File: config.mk
export PLATFORM = sky130hd
export DESIGN_NAME = lcd_ctrl
export DESIGN_NICKNAME = d
export VERILOG_FILES = /design/src/rtl/lcd_ctrl.sv
export SDC_FILE = /design/constraint.sdc
export NUM_CORES = 1
export LEC_CHECK = 0
export CORE_ASPECT_RATIO = 1.75
export CORE_MARGIN = 2
export CORE_UTILIZATION = 30
export DETAILED_ROUTE_END_ITERATION = 10
export GPL_ROUTABILITY_DRIVEN = 0
export PLACE_DENSITY = 0.55
export SETUP_SLACK_MARGIN = 0.1
export SYNTH_ARGS = -nofsm -noshare
export SYNTH_HDL_FRONTEND = slang
export SYNTH_SLANG_ARGS = --single-unit
File: constraint.sdc
create_clock -name i_clk -period 5.94 [get_ports i_clk]
set_clock_uncertainty 0.15 [all_clocks]
set_input_delay 0.594 -clock i_clk [delete_from_list [all_inputs] [get_ports i_clk]]
set_output_delay 0.594 -clock i_clk [all_outputs]
set_load 0.05 [all_outputs]
File: src/rtl/lcd_ctrl.sv
// lcd_ctrl: turns single-cycle LSU stores into HD44780 write cycles on the
// DE2 character LCD. Requests are buffered in a small FIFO. A full FIFO drops
// the request and sets the sticky overflow flag.
// Optional macro LCD_INIT_EN: runs a power-up wait and the standard init
// sequence (0x38, 0x0C, 0x01, 0x06) before the FIFO is serviced.
module lcd_ctrl #(
  parameter int unsigned FIFO_DEPTH  = 4,
  parameter int unsigned SETUP_CYC   = 2,
  parameter int unsigned EN_HIGH_CYC = 12,
  parameter int unsigned HOLD_CYC    = 2,
  parameter int unsigned EXEC_CYC    = 2000,
  parameter int unsigned CLR_CYC     = 82000,
  parameter int unsigned PWRUP_CYC   = 750000
) (
  input  logic       i_clk,
  input  logic       i_rst,
  input  logic       i_wr_en,
  input  logic       i_wr_rs,
  input  logic [7:0] i_wr_data,
  input  logic       i_lcd_on,
  input  logic       i_ovf_clr,
  output logic       o_full,
  output logic       o_empty,
  output logic       o_busy,
  output logic       o_ovf,
  output logic [7:0] o_lcd_data,
  output logic       o_lcd_rs,
  output logic       o_lcd_rw,
  output logic       o_lcd_en,
  output logic       o_lcd_on
);

  localparam int unsigned AW    = $clog2(FIFO_DEPTH);
  localparam int unsigned MAX_A = (SETUP_CYC > EN_HIGH_CYC) ? SETUP_CYC : EN_HIGH_CYC;
  localparam int unsigned MAX_B = (MAX_A > HOLD_CYC) ? MAX_A : HOLD_CYC;
  localparam int unsigned MAX_C = (MAX_B > EXEC_CYC) ? MAX_B : EXEC_CYC;
  localparam int unsigned MAX_D = (MAX_C > CLR_CYC) ? MAX_C : CLR_CYC;
  localparam int unsigned MAX_E = (MAX_D > PWRUP_CYC) ? MAX_D : PWRUP_CYC;
  localparam int unsigned CW    = $clog2(MAX_E) + 1;

  localparam logic [CW-1:0] SETUP_LD = CW'(SETUP_CYC - 1);
  localparam logic [CW-1:0] EN_LD    = CW'(EN_HIGH_CYC - 1);
  localparam logic [CW-1:0] HOLD_LD  = CW'(HOLD_CYC - 1);
  localparam logic [CW-1:0] EXEC_LD  = CW'(EXEC_CYC - 1);
  localparam logic [CW-1:0] CLR_LD   = CW'(CLR_CYC - 1);

  localparam logic [2:0] S_IDLE  = 3'd0;
  localparam logic [2:0] S_SETUP = 3'd1;
  localparam logic [2:0] S_EN_HI = 3'd2;
  localparam logic [2:0] S_HOLD  = 3'd3;
  localparam logic [2:0] S_EXEC  = 3'd4;
`ifdef LCD_INIT_EN
  localparam logic [2:0] S_INIT_WAIT = 3'd5;
  localparam logic [2:0] S_INIT_SEQ  = 3'd6;
  localparam logic [2:0] S_RESET     = S_INIT_WAIT;
  localparam logic [CW-1:0] PWRUP_LD = CW'(PWRUP_CYC - 1);
`else
  localparam logic [2:0] S_RESET     = S_IDLE;
`endif

  logic [2:0]    state;
  logic [CW-1:0] cnt;
  logic [AW:0]   wr_ptr;
  logic [AW:0]   rd_ptr;
  logic [8:0]    mem [FIFO_DEPTH];
  logic [8:0]    head;
  logic          push;
  logic          pop;
  logic          is_clr;

  assign o_empty  = (wr_ptr == rd_ptr);
  assign o_full   = (wr_ptr[AW] != rd_ptr[AW]) && (wr_ptr[AW-1:0] == rd_ptr[AW-1:0]);
  assign o_busy   = (state != S_IDLE) || !o_empty;
  assign o_lcd_rw = 1'b0;

  // Push/pop qualification and clear/home detection for the long busy wait
  always_comb begin
    push   = i_wr_en && !o_full;
    pop    = (state == S_IDLE) && !o_empty;
    head   = mem[rd_ptr[AW-1:0]];
    is_clr = !o_lcd_rs && ((o_lcd_data == 8'h01) || (o_lcd_data == 8'h02) ||
                           (o_lcd_data == 8'h03));
  end

  // FIFO storage; contents need no reset since the pointers define validity
  always_ff @(posedge i_clk) begin
    if (push) mem[wr_ptr[AW-1:0]] <= {i_wr_rs, i_wr_data};
  end

  // FIFO pointers with wrap bit
  always_ff @(posedge i_clk or negedge i_rst) begin
    if (!i_rst) begin
      wr_ptr <= '0;
      rd_ptr <= '0;
    end else begin
      if (push) wr_ptr <= wr_ptr + 1'b1;
      if (pop)  rd_ptr <= rd_ptr + 1'b1;
    end
  end

  // Sticky overflow: a drop in the same cycle as a clear keeps the flag set
  always_ff @(posedge i_clk or negedge i_rst) begin
    if (!i_rst)                 o_ovf <= 1'b0;
    else if (i_wr_en && o_full) o_ovf <= 1'b1;
    else if (i_ovf_clr)         o_ovf <= 1'b0;
  end

  // Backlight/power request, registered once
  always_ff @(posedge i_clk or negedge i_rst) begin
    if (!i_rst) o_lcd_on <= 1'b0;
    else        o_lcd_on <= i_lcd_on;
  end

`ifdef LCD_INIT_EN
  logic [2:0] init_idx;
  logic [7:0] init_cmd;

  // Init command table
  always_comb begin
    init_cmd = 8'h38;
    case (init_idx[1:0])
      2'd0: init_cmd = 8'h38;
      2'd1: init_cmd = 8'h0C;
      2'd2: init_cmd = 8'h01;
      2'd3: init_cmd = 8'h06;
      default: init_cmd = 8'h38;
    endcase
  end
`endif

  // Write-cycle sequencer: setup, EN pulse, hold, then execution wait
  always_ff @(posedge i_clk or negedge i_rst) begin
    if (!i_rst) begin
      state      <= S_RESET;
      cnt        <= '0;
      o_lcd_en   <= 1'b0;
      o_lcd_rs   <= 1'b0;
      o_lcd_data <= '0;
`ifdef LCD_INIT_EN
      init_idx   <= '0;
`endif
    end else begin
      case (state)
        S_IDLE: begin
          if (pop) begin
            o_lcd_rs   <= head[8];
            o_lcd_data <= head[7:0];
            cnt        <= SETUP_LD;
            state      <= S_SETUP;
          end
        end
        S_SETUP: begin
          if (cnt == '0) begin
            o_lcd_en <= 1'b1;
            cnt      <= EN_LD;
            state    <= S_EN_HI;
          end else begin
            cnt <= cnt - 1'b1;
          end
        end
        S_EN_HI: begin
          if (cnt == '0) begin
            o_lcd_en <= 1'b0;
            cnt      <= HOLD_LD;
            state    <= S_HOLD;
          end else begin
            cnt <= cnt - 1'b1;
          end
        end
        S_HOLD: begin
          if (cnt == '0) begin
            cnt   <= is_clr ? CLR_LD : EXEC_LD;
            state <= S_EXEC;
          end else begin
            cnt <= cnt - 1'b1;
          end
        end
        S_EXEC: begin
          if (cnt == '0) begin
`ifdef LCD_INIT_EN
            // Init commands share the normal write path; loop back until all four are out
            state <= (init_idx != 3'd4) ? S_INIT_SEQ : S_IDLE;
`else
            state <= S_IDLE;
`endif
          end else begin
            cnt <= cnt - 1'b1;
          end
        end
`ifdef LCD_INIT_EN
        S_INIT_WAIT: begin
          if (cnt == PWRUP_LD) begin
            cnt   <= '0;
            state <= S_INIT_SEQ;
          end else begin
            cnt <= cnt + 1'b1;
          end
        end
        S_INIT_SEQ: begin
          o_lcd_rs   <= 1'b0;
          o_lcd_data <= init_cmd;
          init_idx   <= init_idx + 1'b1;
          cnt        <= SETUP_LD;
          state      <= S_SETUP;
        end
`endif
        default: state <= S_IDLE;
      endcase
    end
  end

endmodule

==> flow_metrics.py <==
metrics = {
    "sta": {
        "worst_pin_slew_ns": 1.04,
        "slew_headroom_pct": 30.6,
        "finalSetupViolCount": 0,
        "finalHoldViolations": 0,
        "max_freq_mhz": 291,
        "period_share_pct": 57.9,
        "period_minus_slack_ns": 3.44,
        "drv_slew": 0,
        "rsz0062_at_grt": "false",
        "fin_setup_tns_ns": 0,
        "hold_slack_ns": 0.265,
        "setup_ws_ns": 2.50,
    },
    "setup_path": {
        "startpoint_type": "flop",
        "regToRegSetupSlack_ns": 2.90,
        "required_ns": 5.20,
        "crit_type": "flop to output port",
        "critical_path_arrival_ns": 2.70,
        "endpoint_kind": "output port",
        "worstPathMaxFanout": 12,
    },
    "min_path": {
        "hp-class": "input port to async pin",
    },
    "floorplanning": {
        "dieArea_mm2": 0.0135,
        "rows": 54,
        "ios": 30,
        "die_y_um": 152,
        "die_w_um": 88.8,
        "core_mm2": 0.0124,
        "start_util_pct": 30.6,
    },
    "power_and_ir_drop": {
        "switching_power_mw": 0.785,
        "leakage_nw": 1.74,
        "comb_power_share_pct": 29.9,
        "power_frac_clock_pct": 27.7,
        "peakVddDrop_v": 0.000275,
        "p_per_area_mw_per_mm2": 480,
        "switching_share_pct": 36.2,
        "seqPwrFrac_pct": 42.3,
        "p_int_mw": 1.38,
    },
    "yosys": {
        "syn_inst": 304,
        "netlist_area_mm2": 0.00378,
        "synth-async-reset-ratio_pct": 53.8,
        "ys.flop_type": "dfrtp_1",
        "synth_edf_count": 36,
        "yosysWarnings": 0,
        "synth-seq-area-share_pct": 56.4,
        "synth.distinct_cells": 57,
        "synth.avg_cell_area_um2": 12.4,
        "synthesis.nets": 325,
        "ys_seq_elements": 78,
    },
    "route": {
        "dr_total_vias": 2466,
        "dr.pass1.iters": 6,
        "drc_errors": 0,
        "post_drt_wl_per_cell_um": 16.2,
        "ant_nets": 0,
        "viasPerCell": 4.91,
        "wirelength_mm": 8.12,
        "first_iter_violations": 105,
    },
    "placed_design": {
        "place_hpwl_mm": 6.09,
        "dp.cells": 486,
        "dp_slack_ns": 2.81,
        "portBuffers": 28,
    },
    "cts": {
        "holdBufCountCts": 0,
        "clk_pin_slew_worst_paths_ns": 0.06,
        "cts.sinks": 78,
        "clockBufferDepth": 2,
        "cts.repair.resized": 0,
        "cts_buffers": 9,
        "cts_max_level": 3,
        "clock_latency_ns": 0.34,
        "cts_tree": "built",
        "ctsRootBufferMaster": "clkbuf_16",
        "cts_setup_buffers": 0,
    },
    "final_layout": {
        "layout.nets": 350,
        "n_antenna_cell": 0,
        "layout_common_cells": "dfrtp_1 (42), edfxtp_1 (36), nor2_1 (33)",
        "final_cells": 502,
        "drive_above_1_share_pct": 15.9,
        "final_common_cell": "dfrtp_1",
        "syn_to_final_growth_pct": 19.4,
        "utilization_pct": 36.5,
        "fillers": 1193,
    },
    "global_route": {
        "first_global_vias": 2630,
        "overflow": 0,
        "grt_max_degree": 43,
        "track_usage_pct": 12.9,
        "grt_pass1_wl_mm": 13.3,
        "antenna_found_initial": 0,
    },
    "run": {
        "drv_cap": 0,
    },
    "outcome": {
        "outcome": "finished, final reports clean",
    },
}
-- worst paths after layout --
check | from | endpoint | cells past startpoint
setup / recovery | rd_ptr[0]$_DFFE_PN0P_ | o_busy | 4
hold / removal | i_rst | o_lcd_on$_DFF_PN0_ | 1
setup reg to reg | rd_ptr[0]$_DFFE_PN0P_ | cnt[2]$_DFFE_PN0P_ | 6
hold reg to reg | wr_ptr[2]$_DFFE_PN0P_ | wr_ptr[2]$_DFFE_PN0P_ | 1
max in group asynchronous | i_rst | o_lcd_data[6]$_DFFE_PN0P_ | 1
min in group i_clk | wr_ptr[2]$_DFFE_PN0P_ | wr_ptr[2]$_DFFE_PN0P_ | 1
-- critical path: stages (launching register included) --
cell	delay, ns
dfrtp_1	0.81
xor2_1	0.19
nor3_2	0.39
nand3_1	0.22
clkdlybuf4s50_1	0.75
-- flip-flops by register name, summed over array words and instances, names as in the netlist --
name        flops
mem            36
o_ovf           1
cnt            21
rd_ptr          3
o_lcd_data      8
wr_ptr          3
o_lcd_rs        1
state           3
o_lcd_en        1
o_lcd_on        1
-- cell families (layout without fill, tap and decap cells) --
kind of cell	after synthesis	in the layout	share of synthesized area, %
compound gates	53	53	9.97
xor+xnor	22	22	5.10
fa+ha+maj	7	7	2.32
buf+inv	23	53	3.18
flops	78	78	56.4
mux	19	19	8.34
other cells	1	1	0.0992
simple gates	101	101	14.6
-- Yosys cell counts, types with 3 or more instances --
cell type | number | area, µm²
nand2_1 | 18 | 67.6
o211ai_1 | 8 | 60.1
and2_1 | 5 | 31.3
mux2_2 | 10 | 113
ha_1 | 7 | 87.6
nor3_1 | 10 | 50.1
nand3_1 | 6 | 30.0
xnor2_1 | 6 | 52.6
nor2_1 | 33 | 124
mux4_2 | 9 | 203
xor2_1 | 16 | 140
o21ai_0 | 11 | 55.1
o21ai_1 | 3 | 15.0
dfrtp_1 | 42 | 1050
a21oi_1 | 7 | 35.0
buf_2 | 7 | 35.0
inv_1 | 8 | 30.0
nor4_1 | 5 | 31.3
a211o_1 | 5 | 43.8
edfxtp_1 | 36 | 1080
a31oi_1 | 5 | 31.3
nand4_1 | 3 | 18.8
-- area by class of cell --
class | instances | area (µm²) | area share, %
flip-flops and latches | 78 | 2130 | 47.3
well taps | 168 | 210 | 4.66
inverters | 9 | 33.8 | 0.749
multi-input cells | 203 | 1530 | 33.9
repair buffers | 28 | 275 | 6.10
clock buffers | 9 | 225 | 4.99
clock inverters | 7 | 104 | 2.30
-- routing by layer --
layer	part of all wire (%)	wire length, µm	vias up	track usage (%)
met4	4.0	323	0	6.85
met5	0	0	-	0
met2	58	4690	57	23.6
met1	35	2860	1216	13.1
met3	3.0	246	19	2.76
li1	-	-	1174	-
-- power by group through the flow --
stage          sequential, mW  combinational (mW)  clock (mW)
6_report                0.918               0.648       0.601
5_1_grt                 0.943               0.716       0.634
4_1_cts                 0.921               0.660       0.614
3_5_place_dp            0.930               0.656           0
3_3_place_gp            0.929               0.647           0
2_1_floorplan           0.909               0.473           0
-- per-stage QoR --
| stage | cell area (µm²) | total power [mW] |
|---|---|---|
| after floorplan | 3780 | 1.38 |
| after global placement | 4180 | 1.58 |
| after detailed placement | 4180 | 1.59 |
| after CTS | 4510 | 2.19 |
| after global routing | 4510 | 2.29 |
| final | 4510 | 2.17 |
No activity file was read; power rests on OpenSTA's default activity.
